### src/rtl/store_sb_pkg.sv
// Shared state encodings, fail codes and width helper for the store-bus scoreboard.
package store_sb_pkg;

  localparam logic [1:0] ST_IDLE = 2'd0;
  localparam logic [1:0] ST_RUN  = 2'd1;
  localparam logic [1:0] ST_PASS = 2'd2;
  localparam logic [1:0] ST_FAIL = 2'd3;

  localparam logic [2:0] FC_NONE    = 3'd0;
  localparam logic [2:0] FC_DATA    = 3'd1;
  localparam logic [2:0] FC_ADDR    = 3'd2;
  localparam logic [2:0] FC_DUP     = 3'd3;
  localparam logic [2:0] FC_TIMEOUT = 3'd4;
  localparam logic [2:0] FC_CFG     = 3'd5;

  // Never returns 0 so single-entry tables still get a legal 1-bit index.
  function automatic int sb_clog2(input int n);
    int r;
    r = 0;
    while ((1 << r) < n) r++;
    return (r < 1) ? 1 : r;
  endfunction

endpackage

### src/rtl/store_sb_lookup.sv
// Combinational compare of one store against the expected and ignore tables.
// Zero latency, no flow control; the caller applies match precedence.
module store_sb_lookup
  import store_sb_pkg::*;
#(
  parameter int ADDR_W   = 32,
  parameter int DATA_W   = 32,
  parameter int NUM_EXP  = 4,
  parameter int NUM_IGN  = 2,
  parameter int IN_ORDER = 1,
  localparam int IDX_W   = sb_clog2(NUM_EXP),
  localparam int PTR_W   = sb_clog2(NUM_EXP + 1)
) (
  input  logic [ADDR_W-1:0]               addr,
  input  logic [DATA_W-1:0]               data,
  input  logic [NUM_EXP-1:0][ADDR_W-1:0]  exp_addr,
  input  logic [NUM_EXP-1:0][DATA_W-1:0]  exp_data,
  input  logic [NUM_EXP-1:0]              exp_valid,
  input  logic [NUM_EXP-1:0]              exp_matched,
  input  logic [PTR_W-1:0]                exp_ptr,
  input  logic [NUM_IGN-1:0][ADDR_W-1:0]  ign_addr,
  input  logic [NUM_IGN-1:0]              ign_valid,
  output logic                            hit,
  output logic [IDX_W-1:0]                hit_idx,
  output logic                            data_mismatch,
  output logic                            duplicate,
  output logic                            ignore_hit
);

  logic [NUM_EXP-1:0] elig;
  logic [NUM_EXP-1:0] a_eq;
  logic [NUM_EXP-1:0] d_eq;
  logic [NUM_IGN-1:0] ign_eq;

  for (genvar i = 0; i < NUM_EXP; i++) begin : g_exp
    assign a_eq[i] = (exp_addr[i] == addr);
    assign d_eq[i] = (exp_data[i] == data);
    // In-order mode only the entry at exp_ptr may match; otherwise any unmatched one.
    assign elig[i] = exp_valid[i] &&
                     ((IN_ORDER != 0) ? (exp_ptr == PTR_W'(i)) : !exp_matched[i]);
  end

  for (genvar j = 0; j < NUM_IGN; j++) begin : g_ign
    assign ign_eq[j] = ign_valid[j] && (ign_addr[j] == addr);
  end

  always_comb begin
    hit     = 1'b0;
    hit_idx = '0;
    for (int i = NUM_EXP - 1; i >= 0; i--) begin
      if (elig[i] && a_eq[i] && d_eq[i]) begin
        hit     = 1'b1;
        hit_idx = IDX_W'(i);
      end
    end
  end

  assign data_mismatch = |(elig & a_eq & ~d_eq);
  assign duplicate     = (IN_ORDER == 0) && (|(exp_valid & exp_matched & a_eq));
  assign ignore_hit    = |ign_eq;

endmodule

### src/rtl/store_scoreboard.sv
// Store-bus scoreboard: programmable expected/ignore tables, FSM and counters.
// Each store is judged at its edge with results one cycle later; the core bus is never stalled.
module store_scoreboard
  import store_sb_pkg::*;
#(
  parameter int ADDR_W   = 32,
  parameter int DATA_W   = 32,
  parameter int NUM_EXP  = 4,
  parameter int NUM_IGN  = 2,
  parameter int TIMEOUT  = 1000,
  parameter int IN_ORDER = 1,
  localparam int CFG_W   = sb_clog2((NUM_EXP > NUM_IGN) ? NUM_EXP : NUM_IGN),
  localparam int CNT_W   = sb_clog2(NUM_EXP + 1),
  localparam int IDX_W   = sb_clog2(NUM_EXP)
) (
  input  logic              clk,
  input  logic              reset,
  input  logic              cfg_we,
  input  logic              cfg_kind,
  input  logic [CFG_W-1:0]  cfg_idx,
  input  logic [ADDR_W-1:0] cfg_addr,
  input  logic [DATA_W-1:0] cfg_data,
  input  logic              cfg_valid,
  input  logic              start,
  input  logic              mem_write,
  input  logic [ADDR_W-1:0] data_adr,
  input  logic [DATA_W-1:0] write_data,
  output logic              done,
  output logic              pass,
  output logic              fail,
  output logic [2:0]        fail_code,
  output logic [CNT_W-1:0]  match_cnt,
  output logic [15:0]       ign_cnt,
  output logic [31:0]       cycle_cnt,
  output logic [ADDR_W-1:0] fail_addr,
  output logic [DATA_W-1:0] fail_data
);

  logic [1:0]                      state;
  logic [NUM_EXP-1:0][ADDR_W-1:0]  exp_addr_q;
  logic [NUM_EXP-1:0][DATA_W-1:0]  exp_data_q;
  logic [NUM_EXP-1:0]              exp_valid_q, exp_valid_nxt, matched_q;
  logic [NUM_IGN-1:0][ADDR_W-1:0]  ign_addr_q;
  logic [NUM_IGN-1:0]              ign_valid_q, ign_valid_nxt;
  logic [CNT_W-1:0]                exp_ptr, n_valid;
  logic [NUM_EXP:0]                v_ext;
  logic                            cfg_ok, cfg_bad, store_x, final_hit, timeout_hit;
  logic [31:0]                     cyc_next;
  logic                            hit, data_mismatch, duplicate, ignore_hit;
  logic [IDX_W-1:0]                hit_idx;

  assign cfg_ok = cfg_we && (state == ST_IDLE);

  // Valid bits as they will be after this edge, so a start alongside a write sees it.
  always_comb begin
    exp_valid_nxt = exp_valid_q;
    ign_valid_nxt = ign_valid_q;
    for (int i = 0; i < NUM_EXP; i++)
      if (cfg_ok && !cfg_kind && (cfg_idx == CFG_W'(i))) exp_valid_nxt[i] = cfg_valid;
    for (int j = 0; j < NUM_IGN; j++)
      if (cfg_ok && cfg_kind && (cfg_idx == CFG_W'(j))) ign_valid_nxt[j] = cfg_valid;
  end

  // In-order tables must be a solid run of valid entries starting at index 0.
  assign v_ext   = {1'b0, exp_valid_nxt};
  assign cfg_bad = (exp_valid_nxt == '0) ||
                   ((IN_ORDER != 0) && ((v_ext & (v_ext + (NUM_EXP + 1)'(1))) != '0));

  always_comb begin
    n_valid = '0;
    for (int i = 0; i < NUM_EXP; i++)
      if (exp_valid_q[i]) n_valid = n_valid + CNT_W'(1);
  end

`ifdef SYNTHESIS
  assign store_x = 1'b0;
`else
  assign store_x = $isunknown({data_adr, write_data});
`endif

  store_sb_lookup #(
    .ADDR_W (ADDR_W), .DATA_W (DATA_W), .NUM_EXP (NUM_EXP),
    .NUM_IGN (NUM_IGN), .IN_ORDER (IN_ORDER)
  ) u_lookup (
    .addr          (data_adr),
    .data          (write_data),
    .exp_addr      (exp_addr_q),
    .exp_data      (exp_data_q),
    .exp_valid     (exp_valid_q),
    .exp_matched   (matched_q),
    .exp_ptr       (exp_ptr),
    .ign_addr      (ign_addr_q),
    .ign_valid     (ign_valid_q),
    .hit           (hit),
    .hit_idx       (hit_idx),
    .data_mismatch (data_mismatch),
    .duplicate     (duplicate),
    .ignore_hit    (ignore_hit)
  );

  assign final_hit   = mem_write && !store_x && hit && ((match_cnt + CNT_W'(1)) == n_valid);
  assign cyc_next    = (cycle_cnt == 32'hFFFF_FFFF) ? cycle_cnt : cycle_cnt + 32'd1;
  assign timeout_hit = (cyc_next >= 32'(TIMEOUT));

  always_ff @(posedge clk) begin
    if (!reset) begin
      state       <= ST_IDLE;
      exp_valid_q <= '0;
      ign_valid_q <= '0;
      matched_q   <= '0;
      exp_ptr     <= '0;
      match_cnt   <= '0;
      ign_cnt     <= '0;
      cycle_cnt   <= '0;
      fail_code   <= FC_NONE;
      fail_addr   <= '0;
      fail_data   <= '0;
    end else begin
      exp_valid_q <= exp_valid_nxt;
      ign_valid_q <= ign_valid_nxt;
      for (int i = 0; i < NUM_EXP; i++)
        if (cfg_ok && !cfg_kind && (cfg_idx == CFG_W'(i))) begin
          exp_addr_q[i] <= cfg_addr;
          exp_data_q[i] <= cfg_data;
        end
      for (int j = 0; j < NUM_IGN; j++)
        if (cfg_ok && cfg_kind && (cfg_idx == CFG_W'(j))) ign_addr_q[j] <= cfg_addr;

      case (state)
        ST_RUN: begin
          cycle_cnt <= cyc_next;
          if (mem_write && (store_x || !hit)) begin
            if (!store_x && !data_mismatch && !duplicate && ignore_hit) begin
              ign_cnt <= (ign_cnt == 16'hFFFF) ? ign_cnt : ign_cnt + 16'd1;
              if (timeout_hit) begin
                state     <= ST_FAIL;
                fail_code <= FC_TIMEOUT;
              end
            end else begin
              state     <= ST_FAIL;
              fail_addr <= data_adr;
              fail_data <= write_data;
              fail_code <= store_x       ? FC_ADDR :
                           data_mismatch ? FC_DATA :
                           duplicate     ? FC_DUP  : FC_ADDR;
            end
          end else begin
            if (mem_write) begin
              matched_q[hit_idx] <= 1'b1;
              match_cnt          <= match_cnt + CNT_W'(1);
              if (IN_ORDER != 0) exp_ptr <= exp_ptr + CNT_W'(1);
            end
            if (final_hit) begin
              state <= ST_PASS;
            end else if (timeout_hit) begin
              state     <= ST_FAIL;
              fail_code <= FC_TIMEOUT;
            end
          end
        end
        default: begin
          if (start) begin
            matched_q <= '0;
            exp_ptr   <= '0;
            match_cnt <= '0;
            ign_cnt   <= '0;
            cycle_cnt <= '0;
            fail_addr <= '0;
            fail_data <= '0;
            state     <= cfg_bad ? ST_FAIL : ST_RUN;
            fail_code <= cfg_bad ? FC_CFG : FC_NONE;
          end
        end
      endcase
    end
  end

  assign done = (state == ST_PASS) || (state == ST_FAIL);
  assign pass = (state == ST_PASS);
  assign fail = (state == ST_FAIL);

endmodule

### config.mk
export PLATFORM = sky130hd
export DESIGN_NAME = store_scoreboard
export DESIGN_NICKNAME = d
export VERILOG_FILES = /design/src/rtl/store_sb_pkg.sv /design/src/rtl/store_sb_lookup.sv /design/src/rtl/store_scoreboard.sv
export SDC_FILE = /design/constraint.sdc
export NUM_CORES = 1
export LEC_CHECK = 0
export BUFFER_PORTS_ARGS = -buffer_cell sky130_fd_sc_hd__buf_2
export CAP_MARGIN = 10
export CORE_UTILIZATION = 53
export DETAILED_ROUTE_END_ITERATION = 12
export PLACE_DENSITY = 0.77
export REMOVE_ABC_BUFFERS = 1
export SYNTH_ARGS = -nofsm -noshare
export SYNTH_HDL_FRONTEND = slang
export SYNTH_SLANG_ARGS = --single-unit
### constraint.sdc
create_clock -name clk -period 6.98 [get_ports clk]
set_clock_uncertainty 0.2 [all_clocks]
set_input_delay 1.396 -clock clk [delete_from_list [all_inputs] [get_ports clk]]
set_output_delay 1.396 -clock clk [all_outputs]
set_load 0.01 [all_outputs]
==> results of run 1 <==
==> state kept, by name, summed over array words and instances (netlist names) <==
signal / count
ign_valid_q: 2
exp_ptr: 3
ign_cnt: 16
exp_data_q: 128
fail_addr: 32
exp_addr_q: 128
ign_addr_q: 64
cycle_cnt: 32
exp_valid_q: 4
match_cnt: 3
state: 2
fail_data: 32
fail_code: 3
==> metrics by stage <==
stage	setup TNS, ns	setup slack, ns	area, um2	total power, mW	utilization, %
after floorplan	-54.29	-1.41	19700	3.14	-
after global placement	0	1.77	21800	3.34	57.7
after detailed placement	0	1.60	21800	3.35	57.7
after CTS	0	2.15	23200	5.71	61.6
after global routing	0	1.99	23200	5.85	61.7
final	0	2.13	23200	5.68	61.7
==> where the power goes <==
group          internal, mW  leakage [nW]  switching [mW]
Clock                  1.36         0.708            1.03
Combinational         0.130          3.45           0.266
Sequential             2.88          3.93          0.0173
Total                  4.37          8.08            1.31
==> synthesized netlist by cell type (all sizes together) (5+ instances only) <==
master	instances	area share, %
edfxtp	320	47
xnor2	188	8.1
nand3	165	4.1
xor2	153	6.6
dfxtp	129	13
clkbuf	115	2.1
a21oi	104	2.6
nand2	78	1.5
nand4	72	2.3
nor2	66	1.2
nor4	52	1.8
nor3	36	0.94
buf	31	0.79
o21ai	25	0.62
inv	21	0.39
and3	11	0.34
ha	11	0.68
nand2b	11	0.34
a311oi	10	0.43
a31oi	9	0.28
or4	8	0.30
o41ai	7	0.34
and2	6	0.19
nor2b	6	0.19
o211ai	6	0.22
o311ai	6	0.26
or3	5	0.15
==> worst min-delay path: cells and delay by family, from the launching register on <==
family,cells,cell delay [ns]
AOI/OAI and AO/OA,1,0.06
and+or+nand+nor,1,0.06
DFF,1,0.30
==> cell type report <==
cell class	count	area, um2
fillers	2991	14400
flip-flops and latches	449	12200
multi-input cells	1106	7450
repair buffers	271	1400
clock buffers	64	1270
well taps	511	639
clock inverters	22	188
inverters	21	81.3
==> worst max-delay path by stage <==
stage,depth (start not counted),end,slack [ns],from
after floorplan,9,ign_cnt[9],-1.41,data_adr[22]
after global placement,9,ign_cnt[9],1.77,write_data[3]
after detailed placement,11,fail_addr[5],1.60,data_adr[3]
after CTS,11,fail_addr[10],2.15,data_adr[3]
after global routing,10,fail_addr[10],1.99,write_data[3]
final,11,fail_addr[10],2.13,data_adr[3]
==> layer usage <==
layer  vias to the layer above  track usage (%)  routed length (um)
met5                         -                0                  42
met4                         6             8.21                1280
met3                        95             5.24                4990
met2                       709             43.3               24800
met1                      7091             38.7               22300
li1                       6608                -                   -
==> kinds of logic after synthesis <==
kind of cell / count (synthesis)
flip-flops: 449
AND/OR/NAND/NOR: 538
XOR/XNOR: 341
AO/OA/AOI/OAI: 209
adder cells (fa/ha/maj): 11
buffers and inverters: 167
multiplexers: 7
==> metrics.log, run 1 <==
[metrics] result of the run: finished clean
[metrics] classification of the worst setup path: in -> reg
[metrics] number of distinct library cells after synthesis: 73
[metrics] ratio of cells with drive above 1 in the final layout: about a fifth
[metrics] Largest stage delay, worst path: 0.79 ns
[metrics] arrival time of data at the critical path endpoint: roughly 5.2 ns
[metrics] Max Cap Viol: 0
[metrics] transition time at the pin with the least slew margin: 1.09 ns
[metrics] total setup buffers inserted after CTS: 0
[metrics] Layout area overhead: 14.6%
[metrics] final critical path time including I/O delays and setup: about 4.8 ns
[metrics] Total GRT Usage: 27.5%
[metrics] end point of the most critical hold path: fail_addr[26]
[metrics] via density per instance: between 5 and 6
[metrics] floorplan die width: 198 um
[metrics] final setup vio count: 0
[metrics] Final Hold Viols: 0
[metrics] antenna cells: 0
[metrics] Max-slew headroom: 27.7%
[metrics] count of cells resized by post-cts repair: 0
[metrics] buffer levels on the longest clock path: 3
[metrics] GRT overflow: 0
[metrics] commonest non-fill, non-tap cells in the layout: 320 x sky130_fd_sc_hd__edfxtp_1, 257 x sky130_fd_sc_hd__buf_2, 188 x sky130_fd_sc_hd__xnor2_1
[metrics] number of standard-cell rows in the floorplan: 71
[metrics] number of nets in the layout: roughly 2000
[metrics] clock root buffer: sky130_fd_sc_hd__clkbuf_16
[metrics] number of synthesized flops with an enable pin: 320
[metrics] worst min path class: reg -> reg
[metrics] global-route wire length before repair: ~80 mm
[metrics] mean routed wirelength per cell: between 20 and 25 um
[metrics] number of levels in the clock H-tree: 2
[metrics] simple logic cell fraction of the synthesized area: 14.2%
[metrics] worst vdd ir: 0.199 mV
[metrics] async set-or-reset flop fraction in the synthesized netlist: 0%
[metrics] fin cells: between 2000 and 2500
[metrics] setup repair after global routing missed its margin: false
[metrics] worst hold start: fail_addr[26]
[metrics] flop-to-flop setup slack: between 2 and 3 ns
[metrics] DPL Wire Length: between 30 and 40 mm
[metrics] cell with the biggest individual delay on the critical path: sky130_fd_sc_hd__nand2_2
[metrics] Final Slew Violations: 0
[metrics] critical path endpoint category: register
[metrics] final WL: about 53 mm
[metrics] cell-by-cell trace of the critical path: buf_2, xnor2_1, nand4_1, or4_1, nor4_1, nor2b_1, a2111oi_4, nand2_2, buf_4, nand3_1, a21oi_1
[metrics] synthesized area per cell: about 12 um2
[metrics] count of buffer and inverter cells on the critical path: 2
[metrics] quantity of hold-fixing buffers added after cts: 0
[metrics] die span in y: roughly 200 um
[metrics] P per Cell Area: around 240 mW/mm2
[metrics] pin count of the biggest net entering global routing: 87
[metrics] crit path max fanout: 45
[metrics] # IOs: 258
[metrics] number of global-route vias before repair: approximately 14000
[metrics] Synth Warn #: 0
[metrics] Port Buffers: 257
[metrics] Clock Latency Late Sink: just under 0.6 ns
[metrics] clock tree from TritonCTS: done
[metrics] initial antenna violation count: 3
[metrics] multiplexer area fraction after synthesis: less than 1%
[metrics] primary flip-flop cell chosen by synthesis mapping: sky130_fd_sc_hd__edfxtp_1
[metrics] adder-cell share of the synthesized area: less than 1%
[metrics] Sink Count: between 400 and 500
[metrics] worst hold path depth: 2
[metrics] post-synthesis compound-gate area fraction: 6.51%
[metrics] initial core utilization: a little over half
[metrics] netlist area before placement: about 0.02 mm2
[metrics] number of synthesized register bits: between 400 and 500
[metrics] terminus of the critical flop-to-flop path: fail_addr[10]
[metrics] number of instances in the placed design: between 2000 and 2500
[metrics] GPL Wtd Cong: ~0.95
[metrics] Post-Synth XOR/XNOR Area: between 10 and 15%
[metrics] sequential cell area fraction in the yosys report: roughly 60%
[metrics] delay-heaviest family, CP: simple AND/OR/NAND/NOR gates
[metrics] post-CTS clock slew at the launch and capture registers of the worst setup and hold paths: ~0.060 ns
[metrics] count of cells along the worst register-to-register path: 10
[metrics] first-pass iteration count of the detailed router: 7
[metrics] final-layout worst hold slack: 0.263 ns
[metrics] standard cell core area: 0.0377 mm2
[metrics] Iteration-0 DRC Markers: roughly 1400
[metrics] Worst Setup Start Kind: primary input
[metrics] post-synthesis cell count: between 1500 and 2000
[metrics] worst reg2reg startpoint: exp_addr_q[3]
[metrics] Data required, critical path: ~7.3 ns
[metrics] Die Footprint: around 0.039 mm2
[metrics] number of buffers created by CTS: 46
[metrics] fraction of the cycle the final worst path needs: 69.4%
[metrics] dominant combinational cell family by area after synthesis: XOR/XNOR gates
[metrics] drt drc: 0
[metrics] maximum achievable frequency: slightly above 200 MHz
[metrics] Antenna Nets Post-Route: 0
[metrics] most common cell after layout, fill and taps aside: sky130_fd_sc_hd__edfxtp_1
[metrics] via count of the routed design: around 15000
[metrics] leakage power: 8.08 nW
Power figures use the tool's default switching activity.
==> inputs of run 2 (changes only) <==
Clock period 6.98 ns to 4.3 ns, I/O delays scaled along.
==> metrics.log, run 2 (synthesis gave the netlist of run 1 again) <==
[metrics] drt drc: 0 (unchanged)
[metrics] Port Buffers: 257 (unchanged)
[metrics] number of global-route vias before repair: 13500 (-2.1%)
[metrics] Max-slew headroom: 25.9% (-1.8 points)
[metrics] result of the run: finished clean
[metrics] post-placement worst setup slack: 0.197 ns (-1.40 ns)
[metrics] count of cells resized by post-cts repair: 0 (unchanged)
[metrics] final standard cell utilization of the core: 62.3% (+0.67 points)
[metrics] quantity of hold-fixing buffers added after cts: 0 (unchanged)
[metrics] worst min path class: reg -> reg
[metrics] cell with the biggest individual delay on the critical path: sky130_fd_sc_hd__dfxtp_1
[metrics] arrival time of data at the critical path endpoint: 3.92 ns (-1.23 ns)
[metrics] terminus of the critical flop-to-flop path: fail_code[1]
[metrics] initial antenna violation count: 6 (+3)
[metrics] maximum achievable frequency: between 200 and 300 MHz
[metrics] die span in y: 198 um (unchanged)
[metrics] Layout area overhead: 15.9%
[metrics] most common cell type on the critical path: sky130_fd_sc_hd__nand4_1
[metrics] worst hold start: fail_data[22]
[metrics] Largest stage delay, worst path: 0.56 ns (-0.23 ns)
[metrics] P per Cell Area: 400 mW/mm2 (+63%)
[metrics] fraction of the cycle the final worst path needs: a little over four fifths
[metrics] number of nets in the layout: 2058 (+0.73%)
[metrics] GRT overflow: 0 (unchanged)
[metrics] total setup buffers inserted after CTS: 0 (unchanged)
[metrics] first-pass iteration count of the detailed router: 5 (-2)
[metrics] GPL Wtd Cong: 0.953 (+0.69%)
[metrics] final critical path time including I/O delays and setup: around 3.6 ns
[metrics] FF+latch area: 0.0122 mm2 (unchanged)
[metrics] Data required, critical path: 4.58 ns (-2.70 ns)
[metrics] crit path max fanout: 9 (-80%)
[metrics] footprint of the multi-input gates: 0.00745 mm2 (unchanged)
[metrics] number of instances in the placed design: 2372 (+0.64%)
[metrics] post-route worst setup slack: 0.650 ns (-1.48 ns)
[metrics] DPL Wire Length: 37.4 mm (+3.4%)
[metrics] ratio of cells with drive above 1 in the final layout: 19.8% (+0.88 points)
[metrics] Final Hold Viols: 0 (unchanged)
[metrics] floorplan die width: 198 um (unchanged)
[metrics] Non-Filler Cell Area, Final: 0.0235 mm2 (+1.1%)
[metrics] cell-by-cell trace of the critical path: and4_1, nand4_1, or4_1, mux2i_1, a2111oi_0, nand4_1, nor3_4, a21boi_1, o41ai_2
[metrics] most common cell after layout, fill and taps aside: sky130_fd_sc_hd__edfxtp_1
[metrics] final setup vio count: 0 (unchanged)
[metrics] leakage power: 8.20 nW (+1.5%)
[metrics] Clock Latency Late Sink: 0.60 ns (+0.02 ns)
[metrics] classification of the worst setup path: reg -> reg
[metrics] clock tree from TritonCTS: done
[metrics] clock root buffer: sky130_fd_sc_hd__clkbuf_16
[metrics] via count of the routed design: 14500 (+0.14%)
[metrics] flop-to-flop setup slack: 0.65 ns (-2.13 ns)
[metrics] fin cells: 2460 (+0.65%)
[metrics] final WL: 53.8 mm (+0.78%)
[metrics] number of standard-cell rows in the floorplan: 71 (unchanged)
[metrics] Total GRT Usage: 27.7% (+0.14 points)
[metrics] Sink Count: 449 (unchanged)
[metrics] buffer levels on the longest clock path: 3 (unchanged)
[metrics] transition time at the pin with the least slew margin: 1.08 ns (-0.00147 ns)
[metrics] post-CTS clock slew at the launch and capture registers of the worst setup and hold paths: 0.06 ns (about the same)
[metrics] setup repair after global routing missed its margin: false
[metrics] via density per instance: 5.91 (-0.51%)
[metrics] worst reg2reg startpoint: cycle_cnt[15]
[metrics] Final Slew Violations: 0 (unchanged)
[metrics] mean routed wirelength per cell: 21.9 um (+0.13%)
[metrics] filler cell count: 2943 (-1.6%)
[metrics] Die Footprint: 0.0390 mm2 (unchanged)
[metrics] pin count of the biggest net entering global routing: 65 (-25%)
[metrics] standard cell core area: 0.0377 mm2 (unchanged)
[metrics] global-route wire length before repair: 81.1 mm (-0.13%)
[metrics] Worst Setup Start Kind: register
[metrics] commonest non-fill, non-tap cells in the layout: 320 x sky130_fd_sc_hd__edfxtp_1, 257 x sky130_fd_sc_hd__buf_2, 188 x sky130_fd_sc_hd__xnor2_1
[metrics] end point of the most critical hold path: fail_data[22]
[metrics] worst hold path depth: 2 (unchanged)
[metrics] Max Cap Viol: 0 (unchanged)
[metrics] count of cells along the worst register-to-register path: 9 (-1)
[metrics] number of levels in the clock H-tree: 2 (unchanged)
[metrics] Iteration-0 DRC Markers: 1515 (+4.7%)
[metrics] biggest registers after layout: exp_addr_q: 128 flops, exp_data_q: 128 flops, ign_addr_q: 64 flops
[metrics] critical path endpoint category: register
[metrics] Antenna Nets Post-Route: 0 (unchanged)
[metrics] total cell area at the placement stage: 0.0219 mm2 (+0.81%)
[metrics] worst vdd ir: 0.350 mV (+76%)
[metrics] count of buffer and inverter cells on the critical path: 0 (-2)
[metrics] number of buffers created by CTS: 47 (+2.2%)
[metrics] initial core utilization: 53.8% (unchanged)
[metrics] delay-heaviest family, CP: simple AND/OR/NAND/NOR gates
[metrics] # IOs: 258 (unchanged)
[run 2: through the flow]
step / hold WS (ns) / setup TNS (ns) / power, mW
after floorplan: 0.237 / -547.86 / 5.10
after global placement: 0.251 / 0 / 5.43
after detailed placement: 0.256 / 0 / 5.45
after CTS: 0.254 / 0 / 9.44
after global routing: 0.271 / 0 / 9.66
final: 0.263 / 0 / 9.38
[run 2: area by class of cell]
class                   instances  share of cell area (%)
diodes                          1                  0.0107
clock buffers                  68                    5.83
clock inverters                19                   0.767
inverters                      21                   0.346
multi-input cells            1106                    31.8
flip-flops and latches        449                    51.9
well taps                     511                    2.72
repair buffers                285                    6.64
[run 2: worst min-delay path: stages (launching register included)]
cell                      delay (ns)
sky130_fd_sc_hd__dfxtp_1        0.30
sky130_fd_sc_hd__nand3_1        0.06
sky130_fd_sc_hd__a21oi_1        0.05
[run 2: power by group]
group          leakage (nW)  switching (mW)  internal (mW)  total, mW
registers              3.93          0.0289           4.68       4.71
logic                  3.53           0.436          0.217      0.653
clock network         0.745            1.72           2.30       4.02
[run 2: how the worst max path moves through the flow]
stage / start / endpoint / depth (start not counted)
3_5_place_dp: write_data[28] / fail_data[24] / 12
4_1_cts: cycle_cnt[0] / fail_code[1] / 10
6_report: cycle_cnt[15] / fail_code[1] / 9
5_1_grt: cycle_cnt[0] / fail_code[1] / 9
3_3_place_gp: write_data[3] / ign_cnt[9] / 11
2_1_floorplan: state[0] / ign_cnt[9] / 6
[run 2: metal layers]
layer	routed length, um	global-route usage [%]	up-vias
li1	-	-	6634
met1	22400	39.0	7041
met2	24700	43.0	752
met3	5420	5.91	93
met4	1220	8.07	10
met5	57	0	-
==> inputs of run 3 (changes only) <==
Settings changed: CORE_UTILIZATION 53 to 55, PLACE_DENSITY 0.77 to 0.76.
Clock period 4.3 ns to 3.5 ns, I/O delays scaled along.
==> metrics.log, run 3 (synthesis gave the netlist of run 1 again) <==
[metrics] GRT overflow: 0 (unchanged)
[metrics] Final Slew Violations: 0 (unchanged)
[metrics] post-CTS clock slew at the launch and capture registers of the worst setup and hold paths: 0.06 ns (about the same)
[metrics] number of global-route vias before repair: 14800 (+9.7%)
[metrics] count of buffer and inverter cells on the critical path: 2 (+2)
[metrics] end point of the most critical hold path: exp_data_q[30]
[metrics] flop-to-flop setup slack: 0.13 ns (-0.52 ns)
[metrics] FF+latch area: 0.0122 mm2 (about the same)
[metrics] final WL: 57.9 mm (+7.6%)
[metrics] Layout area overhead: 22.5%
[metrics] fraction of power consumed by combinational cells: 7.7% (+0.7 points)
[metrics] result of the run: finished clean
[metrics] number of nets in the layout: 2208 (+7.3%)
[metrics] delay-heaviest family, CP: simple AND/OR/NAND/NOR gates
[metrics] cell-internal power: 9.10 mW (+26%)
[metrics] Final Hold Viols: 0 (unchanged)
[metrics] global-route wire length before repair: 87.7 mm (+8.1%)
[metrics] critical path endpoint category: register
[metrics] buffer levels on the longest clock path: 3 (unchanged)
[metrics] quantity of hold-fixing buffers added after cts: 0 (unchanged)
[metrics] commonest non-fill, non-tap cells in the layout: 320 x sky130_fd_sc_hd__edfxtp_1, 257 x sky130_fd_sc_hd__buf_2, 187 x sky130_fd_sc_hd__xnor2_1
[metrics] terminus of the critical flop-to-flop path: fail_data[25]
[metrics] initial antenna violation count: 3 (-3)
[metrics] filler cell count: 2555 (-13%)
[metrics] Die Footprint: 0.0376 mm2 (-3.6%)
[metrics] cell-by-cell trace of the critical path: xnor2_4, nand4_1, or4_1, nor4_2, buf_4, a22o_2, nor3_2, a21bo_2, buf_12, nand3_1, a21oi_1
[metrics] register share of total power: 49.1% (-1.1 points)
[metrics] logic depth of the worst setup path including buffers: 11 (+2)
[metrics] leakage power: 9.05 nW (+10%)
[metrics] maximum achievable frequency: 297 MHz (+8.4%)
[metrics] arrival time of data at the critical path endpoint: 3.64 ns (-0.28 ns)
[metrics] via count of the routed design: 15200 (+4.4%)
[metrics] switching part of the total: 22.8% (-0.50 points)
[metrics] drt drc: 0 (unchanged)
[metrics] ratio of cells with drive above 1 in the final layout: 26.0% (+6.2 points)
[metrics] Max-slew headroom: 33.7% (+7.8 points)
[metrics] crit path max fanout: 40 (+31)
[metrics] initial core utilization: 56.4% (+2.6 points)
[metrics] P per Cell Area: 475 mW/mm2 (+19%)
[metrics] worst hold path depth: 1 (-1)
[metrics] number of buffers created by CTS: 47 (unchanged)
[metrics] Data required, critical path: 3.78 ns (-0.80 ns)
[metrics] setup repair after global routing missed its margin: true
[metrics] footprint of the multi-input gates: 0.00751 mm2 (+0.74%)
[metrics] worst reg2reg startpoint: exp_addr_q[3]
[metrics] mean routed wirelength per cell: 22.6 um (+3.3%)
[metrics] Total GRT Usage: 30.7% (+3.0 points)
[metrics] final setup vio count: 0 (unchanged)
[metrics] Max Cap Viol: 0 (unchanged)
[metrics] pin count of the biggest net entering global routing: 66 (+1.5%)
[metrics] DPL Wire Length: 41.5 mm (+11%)
[metrics] biggest registers after layout: exp_addr_q: 128 flops, exp_data_q: 128 flops, ign_addr_q: 64 flops
[metrics] fin cells: 2561 (+4.1%)
[metrics] via density per instance: 5.92 (+0.29%)
[metrics] first-pass iteration count of the detailed router: 5 (unchanged)
[metrics] number of levels in the clock H-tree: 2 (unchanged)
[metrics] # IOs: 258 (unchanged)
[metrics] Port Buffers: 257 (unchanged)
[metrics] most common cell after layout, fill and taps aside: sky130_fd_sc_hd__edfxtp_1
[metrics] switching power total: 2.68 mW (+23%)
[metrics] clock root buffer: sky130_fd_sc_hd__clkbuf_16
[metrics] Antenna Nets Post-Route: 0 (unchanged)
[metrics] cell with the biggest individual delay on the critical path: sky130_fd_sc_hd__or4_1
[metrics] count of cells along the worst register-to-register path: 11 (+2)
[metrics] clock tree from TritonCTS: done
[metrics] floorplan die width: 194 um (-1.8%)
[metrics] fraction of the cycle the final worst path needs: 96.2% (+11 points)
[metrics] Largest stage delay, worst path: 0.60 ns (+0.04 ns)
[metrics] transition time at the pin with the least slew margin: 0.993 ns (-0.0912 ns)
[metrics] classification of the worst setup path: reg -> reg
[metrics] die span in y: 194 um (-1.8%)
[metrics] GPL Wtd Cong: 0.950 (-0.29%)
[metrics] worst vdd ir: 0.415 mV (+18%)
[metrics] number of standard-cell rows in the floorplan: 69 (-2.8%)
[metrics] worst min path class: in -> reg
[metrics] final critical path time including I/O delays and setup: 3.37 ns (-0.283 ns)
[metrics] part of the power in the clock network: 43.1% (+0.3 points)
[metrics] Iteration-0 DRC Markers: 1380 (-8.9%)
[metrics] Worst Setup Start Kind: register
[metrics] Power Total: 11.8 mW (+26%)
[metrics] worst hold start: cfg_data[30]
[metrics] number of instances in the placed design: 2469 (+4.1%)
[metrics] Sink Count: 449 (unchanged)
[metrics] standard cell core area: 0.0359 mm2 (-4.7%)
[metrics] Clock Latency Late Sink: 0.56 ns (-0.04 ns)
==> run 3: cell types whose count changed in the layout (fill, tap and decap cells not counted), sizes merged <==
cell      delta
buf        +150
clkinv       +5
clkinvlp     -3
bufinv       +2
clkbuf       -3
==> run 3: power groups by stage <==
stage | Combinational, mW | Sequential (mW) | Clock, mW
5_1_grt | 0.968 | 5.79 | 5.36
6_report | 0.910 | 5.79 | 5.08
4_1_cts | 0.899 | 5.79 | 5.14
3_3_place_gp | 0.867 | 5.90 | 0
2_1_floorplan | 0.348 | 5.91 | 0
3_5_place_dp | 0.890 | 5.90 | 0
==> run 3: layer usage <==
layer / GRT usage, % / routed length (um)
met2: 49.7 / 27500
met1: 41.9 / 23500
met3: 6.71 / 5710
met4: 7.91 / 1170
met5: 0 / 30
==> run 3: worst reg2reg max path, cell delays in order (launching register included) <==
cell and delay (ns):
sky130_fd_sc_hd__edfxtp_1 0.47, sky130_fd_sc_hd__xnor2_4 0.26, sky130_fd_sc_hd__nand4_1 0.19, sky130_fd_sc_hd__or4_1 0.60, sky130_fd_sc_hd__nor4_2 0.26, sky130_fd_sc_hd__buf_4 0.17, sky130_fd_sc_hd__a22o_2 0.21, sky130_fd_sc_hd__nor3_2 0.09
sky130_fd_sc_hd__a21bo_2 0.28, sky130_fd_sc_hd__buf_12 0.22, sky130_fd_sc_hd__nand3_1 0.15, sky130_fd_sc_hd__a21oi_1 0.19
==> run 3: worst max path at each step <==
| stage | from | end | slack, ns |
|---|---|---|---|
| 3_5_place_dp | data_adr[3] | fail_data[25] | -0.58 |
| 2_1_floorplan | state[0] | ign_cnt[9] | -4.64 |
| 5_1_grt | exp_addr_q[3] | fail_data[24] | -0.04 |
| 6_report | exp_addr_q[3] | fail_data[25] | 0.13 |
| 4_1_cts | exp_addr_q[114] | fail_data[25] | 0.02 |
| 3_3_place_gp | data_adr[3] | fail_data[7] | -0.45 |
==> run 3: area by class of cell <==
class,count,share of cell area [%]
multi-input cells,1106,30.3
flip-flops and latches,449,49.1
clock inverters,23,0.842
inverters,21,0.323
repair buffers,435,11.5
clock buffers,65,5.59
diodes,1,0.0101
well taps,461,2.32
==> run 3: what timing repair did <==
action	in CTS	in global routing
gates resized for setup	2	11
endpoints found under the setup margin	70	73
pin swaps	0	5
buffers inserted	0	3
==> run 3: through the flow <==
step	cell area, um2	util, %	setup TNS, ns	hold slack [ns]	setup slack (ns)
CTS	24800	68.9	0	0.138	0.0238
finish	24800	69.1	0	0.164	0.133
global route	24800	69.1	-0.284	0.148	-0.0446
floorplan	19700	-	-796.99	0.237	-4.64
detailed placement	23100	64.4	-42.57	0.256	-0.585
global placement	23100	64.4	-33.85	0.250	-0.448
